--- src/rtl/l2_pkg.sv ---
// l2_pkg: shared widths, FSM states and entry layout for the L2 victim buffer.
// Line width follows L2_OFFSET; beats per line follow L2_BEAT_W.
package l2_pkg;

    localparam int L2_BEAT_W  = 64;
    localparam int L2_OFFSET  = 5;
    localparam int L2_LINE_W  = 8 * (2 ** L2_OFFSET);
    localparam int L2_BEATS   = L2_LINE_W / L2_BEAT_W;
    localparam int L2_BEAT_IW = $clog2(L2_BEATS);

    typedef enum logic [1:0] {
        IDLE,
        BURST,
        GAP
    } vb_state_t;

    typedef struct packed {
        logic                 valid;
        logic [31:L2_OFFSET]  line_addr;
        logic [L2_LINE_W-1:0] data;
    } vb_entry_t;

endpackage

--- src/rtl/l2_vb_fifo.sv ---
// l2_vb_fifo: victim entry storage, FIFO pointers and occupancy,
// plus the line-address match that selects the youngest matching entry.
module l2_vb_fifo
    import l2_pkg::*;
#(
    parameter int DEPTH = 2
) (
    input  logic                 clk,
    input  logic                 rst,
    input  logic                 push,
    input  logic [31:L2_OFFSET]  push_addr,
    input  logic [L2_LINE_W-1:0] push_data,
    input  logic                 pop,
    input  logic [31:L2_OFFSET]  lookup_line,
    output logic                 can_push,
    output logic                 not_empty,
    output logic [31:L2_OFFSET]  head_addr,
    output logic [L2_LINE_W-1:0] head_data,
    output logic                 match_any,
    output logic [L2_LINE_W-1:0] match_data
);

    localparam int PW = $clog2(DEPTH);
    localparam int CW = $clog2(DEPTH + 1);

    vb_entry_t      ent [DEPTH];
    logic [PW-1:0]  rd_ptr;
    logic [PW-1:0]  wr_ptr;
    logic [CW-1:0]  count;
    logic [PW-1:0]  idx;

    // Only valid bits are reset; line payloads keep their contents.
    always_ff @(posedge clk or negedge rst) begin
        if (!rst) begin
            rd_ptr <= '0;
            wr_ptr <= '0;
            count  <= '0;
            for (int i = 0; i < DEPTH; i++) begin
                ent[i].valid <= 1'b0;
            end
        end else begin
            if (push) begin
                ent[wr_ptr] <= '{valid: 1'b1, line_addr: push_addr, data: push_data};
                wr_ptr      <= wr_ptr + 1'b1;
            end
            if (pop) begin
                ent[rd_ptr].valid <= 1'b0;
                rd_ptr            <= rd_ptr + 1'b1;
            end
            count <= count + CW'(push) - CW'(pop);
        end
    end

    assign can_push  = (count < CW'(DEPTH));
    assign not_empty = (count != '0);
    assign head_addr = ent[rd_ptr].line_addr;
    assign head_data = ent[rd_ptr].data;

    // Walk from oldest to youngest so the last hit is the newest copy.
    always_comb begin
        match_any  = 1'b0;
        match_data = '0;
        idx        = rd_ptr;
        for (int k = 0; k < DEPTH; k++) begin
            idx = rd_ptr + PW'(k);
            if (ent[idx].valid && (ent[idx].line_addr == lookup_line)) begin
                match_any  = 1'b1;
                match_data = ent[idx].data;
            end
        end
    end

endmodule

--- src/rtl/l2_victim_buffer.sv ---
// l2_victim_buffer: queues dirty L2 victims and drains each as a write burst.
// Optional L2_VICTIM_FORWARD_EN adds lookup_hit/lookup_data forwarding.
module l2_victim_buffer
    import l2_pkg::*;
#(
    parameter int DEPTH = 2
) (
    input  logic                 clk,
    input  logic                 rst,
    input  logic                 evict_valid,
    output logic                 evict_ready,
    input  logic [31:0]          evict_addr,
    input  logic [L2_LINE_W-1:0] evict_data,
    input  logic [31:0]          lookup_addr,
    output logic                 lookup_conflict,
    output logic                 buf_empty,
    output logic                 pmem_write,
    output logic [31:0]          pmem_address,
    output logic [L2_BEAT_W-1:0] pmem_wdata,
    input  logic                 pmem_resp
`ifdef L2_VICTIM_FORWARD_EN
    ,
    output logic                 lookup_hit,
    output logic [L2_LINE_W-1:0] lookup_data
`endif
);

    vb_state_t             state;
    vb_state_t             state_nx;
    logic [L2_BEAT_IW-1:0] beat;
    logic [L2_BEAT_IW-1:0] beat_nx;
    logic                  last_beat;
    logic                  push;
    logic                  pop;
    logic                  not_empty;
    logic [31:L2_OFFSET]   head_addr;
    logic [L2_LINE_W-1:0]  head_data;
    logic [L2_LINE_W-1:0]  fwd_data;
    logic                  unused_lo;

    assign unused_lo = ^{evict_addr[L2_OFFSET-1:0], lookup_addr[L2_OFFSET-1:0]};

    assign push      = evict_valid & evict_ready;
    assign last_beat = (beat == L2_BEAT_IW'(L2_BEATS - 1));
    assign pop       = (state == BURST) & pmem_resp & last_beat;

    l2_vb_fifo #(
        .DEPTH (DEPTH)
    ) u_fifo (
        .clk         (clk),
        .rst         (rst),
        .push        (push),
        .push_addr   (evict_addr[31:L2_OFFSET]),
        .push_data   (evict_data),
        .pop         (pop),
        .lookup_line (lookup_addr[31:L2_OFFSET]),
        .can_push    (evict_ready),
        .not_empty   (not_empty),
        .head_addr   (head_addr),
        .head_data   (head_data),
        .match_any   (lookup_conflict),
        .match_data  (fwd_data)
    );

    always_ff @(posedge clk or negedge rst) begin
        if (!rst) begin
            state <= IDLE;
            beat  <= '0;
        end else begin
            state <= state_nx;
            beat  <= beat_nx;
        end
    end

    always_comb begin
        state_nx = state;
        beat_nx  = beat;
        unique case (state)
            IDLE: begin
                beat_nx = '0;
                if (not_empty) state_nx = BURST;
            end
            BURST: begin
                if (pmem_resp) begin
                    beat_nx = beat + 1'b1;
                    if (last_beat) state_nx = GAP;
                end
            end
            GAP:     state_nx = IDLE;
            default: state_nx = IDLE;
        endcase
    end

    // Outputs idle at zero so reset and GAP present a quiet bus.
    always_comb begin
        pmem_write   = 1'b0;
        pmem_address = '0;
        pmem_wdata   = '0;
        if (state == BURST) begin
            pmem_write   = 1'b1;
            pmem_address = {head_addr, {L2_OFFSET{1'b0}}};
            pmem_wdata   = head_data[beat * L2_BEAT_W +: L2_BEAT_W];
        end
    end

    assign buf_empty = !not_empty && (state != BURST);

`ifdef L2_VICTIM_FORWARD_EN
    assign lookup_hit  = lookup_conflict;
    assign lookup_data = fwd_data;
`else
    logic unused_fwd;
    assign unused_fwd = ^fwd_data;
`endif

endmodule

--- config.mk ---
export PLATFORM = sky130hd
export DESIGN_NAME = l2_victim_buffer
export DESIGN_NICKNAME = d
export VERILOG_FILES = /design/src/rtl/l2_pkg.sv /design/src/rtl/l2_vb_fifo.sv /design/src/rtl/l2_victim_buffer.sv
export SDC_FILE = /design/constraint.sdc
export NUM_CORES = 1
export LEC_CHECK = 0
export CELL_PAD_IN_SITES_DETAIL_PLACEMENT = 0
export CELL_PAD_IN_SITES_GLOBAL_PLACEMENT = 1
export CORE_ASPECT_RATIO = 0.8
export CORE_UTILIZATION = 40
export DETAILED_ROUTE_END_ITERATION = 12
export PLACE_DENSITY_LB_ADDON = 0.25
export SYNTH_ARGS = -nofsm -noshare
export SYNTH_HDL_FRONTEND = slang
export SYNTH_SLANG_ARGS = --single-unit
--- constraint.sdc ---
create_clock -name clk -period 7.65 [get_ports clk]
set_input_delay 1.53 -clock clk [delete_from_list [all_inputs] [get_ports clk]]
set_output_delay 1.53 -clock clk [all_outputs]
set_load 0.02 [all_outputs]
# Word-level counts from Yosys, hierarchy flattened
# Cells that the tools add are included.
[totals]
reg_bits = 576
latchBits = 0
ram_bits = 0
romBits = 0
in_bits = 324
output_inout_bits = 100
word_cells = 73
memories = 0
[classes]
addsub = 5
multipliers = 0
div = 0
magnitude_cmp = 6
eq_ne = 8
shift = 1
n_mux = 25
n_bitwise = 6
n_reduce_logical = 11
[op_table]
columns = ["cell", "count"]
rows = [
  ["284-bit two-way mux", 8],
  ["568-bit bitwise mux", 2],
  ["568-bit two-way mux", 2],
  ["284-bit demux with 1-bit select", 2],
  ["256-bit by 9-bit variable part select with 64-bit output", 1],
  ["64-bit two-way mux", 1],
  ["27-bit == test", 2],
  ["32-bit two-way mux", 1],
  ["2-bit two-way mux", 4],
  ["2-bit case mux with 2 select lines", 2],
  ["2-bit greater-or-equal comparator, second input constant", 3],
  ["2-bit inequality test, second input constant", 3],
  ["1-bit NOT with 2-bit output", 3],
  ["1-bit logical AND", 5],
  ["2-bit by 1-bit < comparator with 1-bit output, second input constant", 2],
  ["2-bit nonzero test", 2],
  ["1-bit bitwise AND", 3],
  ["1-bit two-way mux", 3],
  ["3-bit AND reduction", 1],
  ["1-bit adder, second input constant", 2],
  ["2-bit by 1-bit adder with 2-bit output", 1],
  ["2-bit by 1-bit adder with 2-bit output, second input constant", 1],
  ["2-bit by 1-bit == test with 1-bit output, second input constant", 1],
  ["2-bit == test, second input constant", 1],
  ["other kinds (6)", 6],
]

# Depth between registers and ports, before layout
[logic_depth]
word_depth = 9
depth_mapped = 8

# Hierarchy
# A second synthesis with hierarchy kept.
[unflattened]
hier_cells = 2214
area_unflattened_um2 = 28862.7
[modules_own_cells]
columns = ["module", "n_inst", "cells_per_inst", "area_each_um2", "seq_area_each_um2"]
rows = [
  ["l2_vb_fifo", 1, 1934, 26165.1, 17146.4],
  ["l2_victim_buffer", 1, 280, 2697.6, 100.1],
]

# Least setup slack after synthesis
# OpenSTA, ideal clock, no wires.
[synth_path]
path_kind = "input-to-reg"
start = "input evict_valid"
end = "register (tool-made name)"
setup_time_ps = 683
arrival_time_ps = 8363
required_time_ps = 6967
slack_ps = -1397
stages = 3
n_path_buf = 1
path_cell_list = "nor2b_1 -> clkbuf_1 -> and3_1"
[synth_rtl]
columns = ["item", "line", "source"]
rows = [
  ["from (decl)", "l2_victim_buffer.sv:10", "input logic evict_valid,"],
]

# Worst setup path in the final report
[layout_path]
start = "register u_fifo.rd_ptr"
end = "output lookup_conflict"
[layout_via]
elab_chain_len = 8
[layout_lines]
columns = ["item", "line", "source"]
rows = [
  ["from (decl)", "l2_vb_fifo.sv:27", "logic [PW-1:0] rd_ptr;"],
  ["from (signal assigned)", "l2_vb_fifo.sv:48", "rd_ptr <= rd_ptr + 1'b1;"],
  ["1-bit adder / 1-bit NOT with 2-bit output (equally long branches)", "l2_vb_fifo.sv:65, l2_vb_fifo.sv:66", ""],
  ["1-bit NOT with 2-bit output (not written as such) / 284-bit two-way mux (equally long branches)", "l2_vb_fifo.sv:66", "if (ent[idx].valid && (ent[idx].line_addr == lookup_line)) begin"],
  ["284-bit two-way mux (not written as such)", "l2_vb_fifo.sv:66", ""],
  ["284-bit two-way mux, on equally long branches", "n/a", ""],
  ["284-bit two-way mux (not written as such) / 27-bit == test (equally long branches)", "l2_vb_fifo.sv:66", ""],
  ["27-bit == test / 1-bit logical AND (equally long branches)", "l2_vb_fifo.sv:66", ""],
  ["1-bit logical AND / 1-bit two-way mux (equally long branches)", "l2_vb_fifo.sv:66", ""],
  ["1-bit two-way mux (*)", "l2_vb_fifo.sv:66", ""],
  ["to (decl)", "l2_victim_buffer.sv:15", "output logic lookup_conflict,"],
]
# Every way passes the cells marked *; elsewhere a longest branch is shown, timed or not. The select of a mux whose other input is x is not followed.

==> metrics.txt <==
Routed wire per std cell=approximately 22 um; Crit Path Category=flip-flop to output port; chip width=269 um; Peak VDD IR=about 260 uV; die area=0.0580 mm^2; xor/xnor share of the synthesized area=0.0230; Top FF cell, synth=edfxtp_1; CP Launch Type=flip-flop; CTS tree=done; core area=roughly 0.056 mm^2; worst hold stages=1; CP required=approximately 6.1 ns; Adder-Cell Fraction of Synth Area=0.00165; Syn Area/Cell=21.0 um^2; root buffer cell=clkbuf_16; post-synthesis mux area share=0.178; clock skew=approximately 0.012 ns; # rows=77; largest family of logic cells by synthesized area=multiplexers; Area Growth Syn to Fin=29.9%; number of synthesized flops with an enable pin=between 500 and 600; Iter 0 DRT Violations=728; Routed Antenna Nets=0; Worst EP arrival=between 3 and 4 ns; Final Cycle Share=0.710; GRT Resource Usage Total=0.171; FFs w/ async S/R, synth=0.0174; Die Ht=between 200 and 250 um; Lkg Pwr=9.74 nW; vias=about 12000; Post-CTS Setup Inserts=0; number of setup violations in the final report=0; Yosys warnings=0; vias in the first global route=between 10000 and 15000; share of cells above drive strength 1=0.146; total CTS buffers=56; Final min period=~5.4 ns; post-CTS sizing=0; crit-path max FO=42; Total Power=between 10 and 15 mW; DRC viols=0; max-cap violations=0; setup ws final=2.22 ns; max_slew headroom=0.335; Pwr per Cell Area=between 300 and 400 mW/mm^2; gpl congestion=0.747; Max Root-Sink Buffers=3; Hold Path Class=flip-flop to flip-flop; grt ovf=0; status=completed; initial antenna violation count=16; Pre-Repair DR Iteration Count=4; Top Ports=424; Final #Nets=about 1800; final core occ=0.531; Num Clock Sinks=between 500 and 600; Total Neg Setup Slack=0 ns; I/O Buffers=about 410; RSZ-0062 raised after global routing=false; clk_lat worst skew=0.59 ns; clock transition at the registers of the reported paths=roughly 0.060 ns; Tightest Pin Transition=0.997 ns; R2R depth=3; largest net degree at the start of global routing=153; Post-CTS Hold Buffers=0; final hold violations=0; Post-Syn Area=~0.023 mm^2; Seq/Total Area, Yosys=0.756; DR vias/cell=5.03; Synth cell types=28; fill cell count=around 4400; Yosys reg bits=576; Initial Util=0.409; DP HPWL=approximately 31000 um; fmax=approximately 0.18 GHz; max-slew violations=0; global-route wire length before repair=about 74000 um; Worst setup EP type=output port; H-tree Lvls=2; Routed WL=50000 um; post-synthesis compound-gate area fraction=0.00296; Mapped Cells=~1100; post-synthesis simple-gate area fraction=0.0231; Setup WS pre-CTS=around 2.5 ns
cell usage after synthesis, types with 2 or more instances:
| library cell | number | area, um^2 |
|---|---|---|
| a21oi_1 | 4 | 20.0 |
| a32oi_1 | 2 | 17.5 |
| and2_1 | 2 | 12.5 |
| and3_1 | 4 | 25.0 |
| buf_1 | 7 | 26.3 |
| buf_2 | 17 | 85.1 |
| buf_4 | 6 | 45.0 |
| buf_6 | 9 | 101 |
| clkbuf_1 | 20 | 75.1 |
| dfrtp_1 | 10 | 250 |
| edfxtp_1 | 566 | 17000 |
| ha_1 | 3 | 37.5 |
| inv_1 | 6 | 22.5 |
| mux2i_1 | 117 | 1170 |
| mux4_2 | 128 | 2880 |
| nand2_1 | 2 | 7.51 |
| nand3_1 | 3 | 15.0 |
| nand4_1 | 2 | 12.5 |
| nor2_1 | 91 | 342 |
| nor2b_1 | 2 | 12.5 |
| nor3_1 | 4 | 20.0 |
| nor4_1 | 12 | 75.1 |
| o21ai_0 | 3 | 15.0 |
| xnor2_1 | 60 | 526 |
cells by family after synthesis:
group | count (synthesis)
XOR/XNOR | 60
AND/OR/NAND/NOR | 123
adder cells (fa/ha/maj) | 3
flip-flops | 576
buffers and inverters | 65
AO/OA/AOI/OAI | 11
multiplexers | 245
other | 1
power breakdown:
part           total, mW  switching [mW]  internal [mW]
logic               3.80            1.93           1.87
registers           4.07           0.240           3.83
clock network       2.87            1.17           1.70
total               10.7            3.34           7.40
worst paths after layout:
path,startpoint,end,slack (ns)
setup / recovery,u_fifo.rd_ptr,lookup_conflict,2.22
min in group asynchronous,rst,state[1],1.28
setup reg to reg,u_fifo.count[1],flip-flop,5.06
hold reg to reg,state[1],state[0],0.49
hold / removal,state[1],state[0],0.49
max in group asynchronous,rst,beat[1],5.98
area by class of cell:
class | instances | area [um^2] | share of cell area
timing repair buffer | 418 | 4250 | 0.143
tap | 750 | 938 | 0.0317
multi-input combinational | 447 | 5250 | 0.177
inverter | 6 | 22.5 | 0.000760
sequential | 576 | 17300 | 0.582
antenna | 9 | 22.5 | 0.000760
clock inverter | 40 | 457 | 0.0154
clock buffer | 64 | 1450 | 0.0490
worst max-delay path: stages, from the launching register on:
cell and delay, ns:
dfrtp_4 0.90, buf_4 0.52, mux2i_1 0.32, xnor2_1 0.12, nor4_1 0.51, nand3_1 0.13, o22ai_1 0.16, clkdlybuf4s50_1 0.65
cells in the final DEF (no fill, tap or decap), types with 3 or more instances in the layout:
cell type | netlist | final
buf_12 | 0 | 7
ha_1 | 3 | 3
dfrtp_1 | 10 | 7
buf_4 | 6 | 3
mux4_2 | 128 | 128
edfxtp_1 | 566 | 566
o21ai_0 | 3 | 3
nand3_1 | 3 | 3
a21oi_1 | 4 | 4
nor2_1 | 91 | 91
clkinv_2 | 0 | 11
diode_2 | 0 | 9
nor4_1 | 12 | 12
nor3_1 | 4 | 4
bufinv_16 | 0 | 10
inv_1 | 6 | 6
dfrtp_4 | 0 | 3
xnor2_1 | 60 | 60
clkbuf_16 | 0 | 57
clkdlybuf4s50_1 | 0 | 408
clkinv_1 | 0 | 15
conb_1 | 1 | 5
mux2i_1 | 117 | 117
clkbuf_1 | 20 | 7
layer usage:
layer  GRT usage  part of all wire  routed length [um]  vias up
met5           0            0.0017                  86        -
met4      0.0515             0.022                1120       14
met3      0.0528             0.076                3800       89
met2       0.277              0.48               24200      287
met1       0.222              0.42               20800     5977
li1            -                 -                   -     5260
through the flow:
stage	hold slack, ns	cell area (um^2)	std cells
4_1_cts	0.506	29600	2301
3_5_place_dp	0.472	27700	2197
6_report	0.490	29600	2310
3_3_place_gp	0.458	27700	2197
5_1_grt	0.530	29600	2306
2_1_floorplan	0.428	22800	1088
No activity file was read; power rests on OpenSTA's default activity.
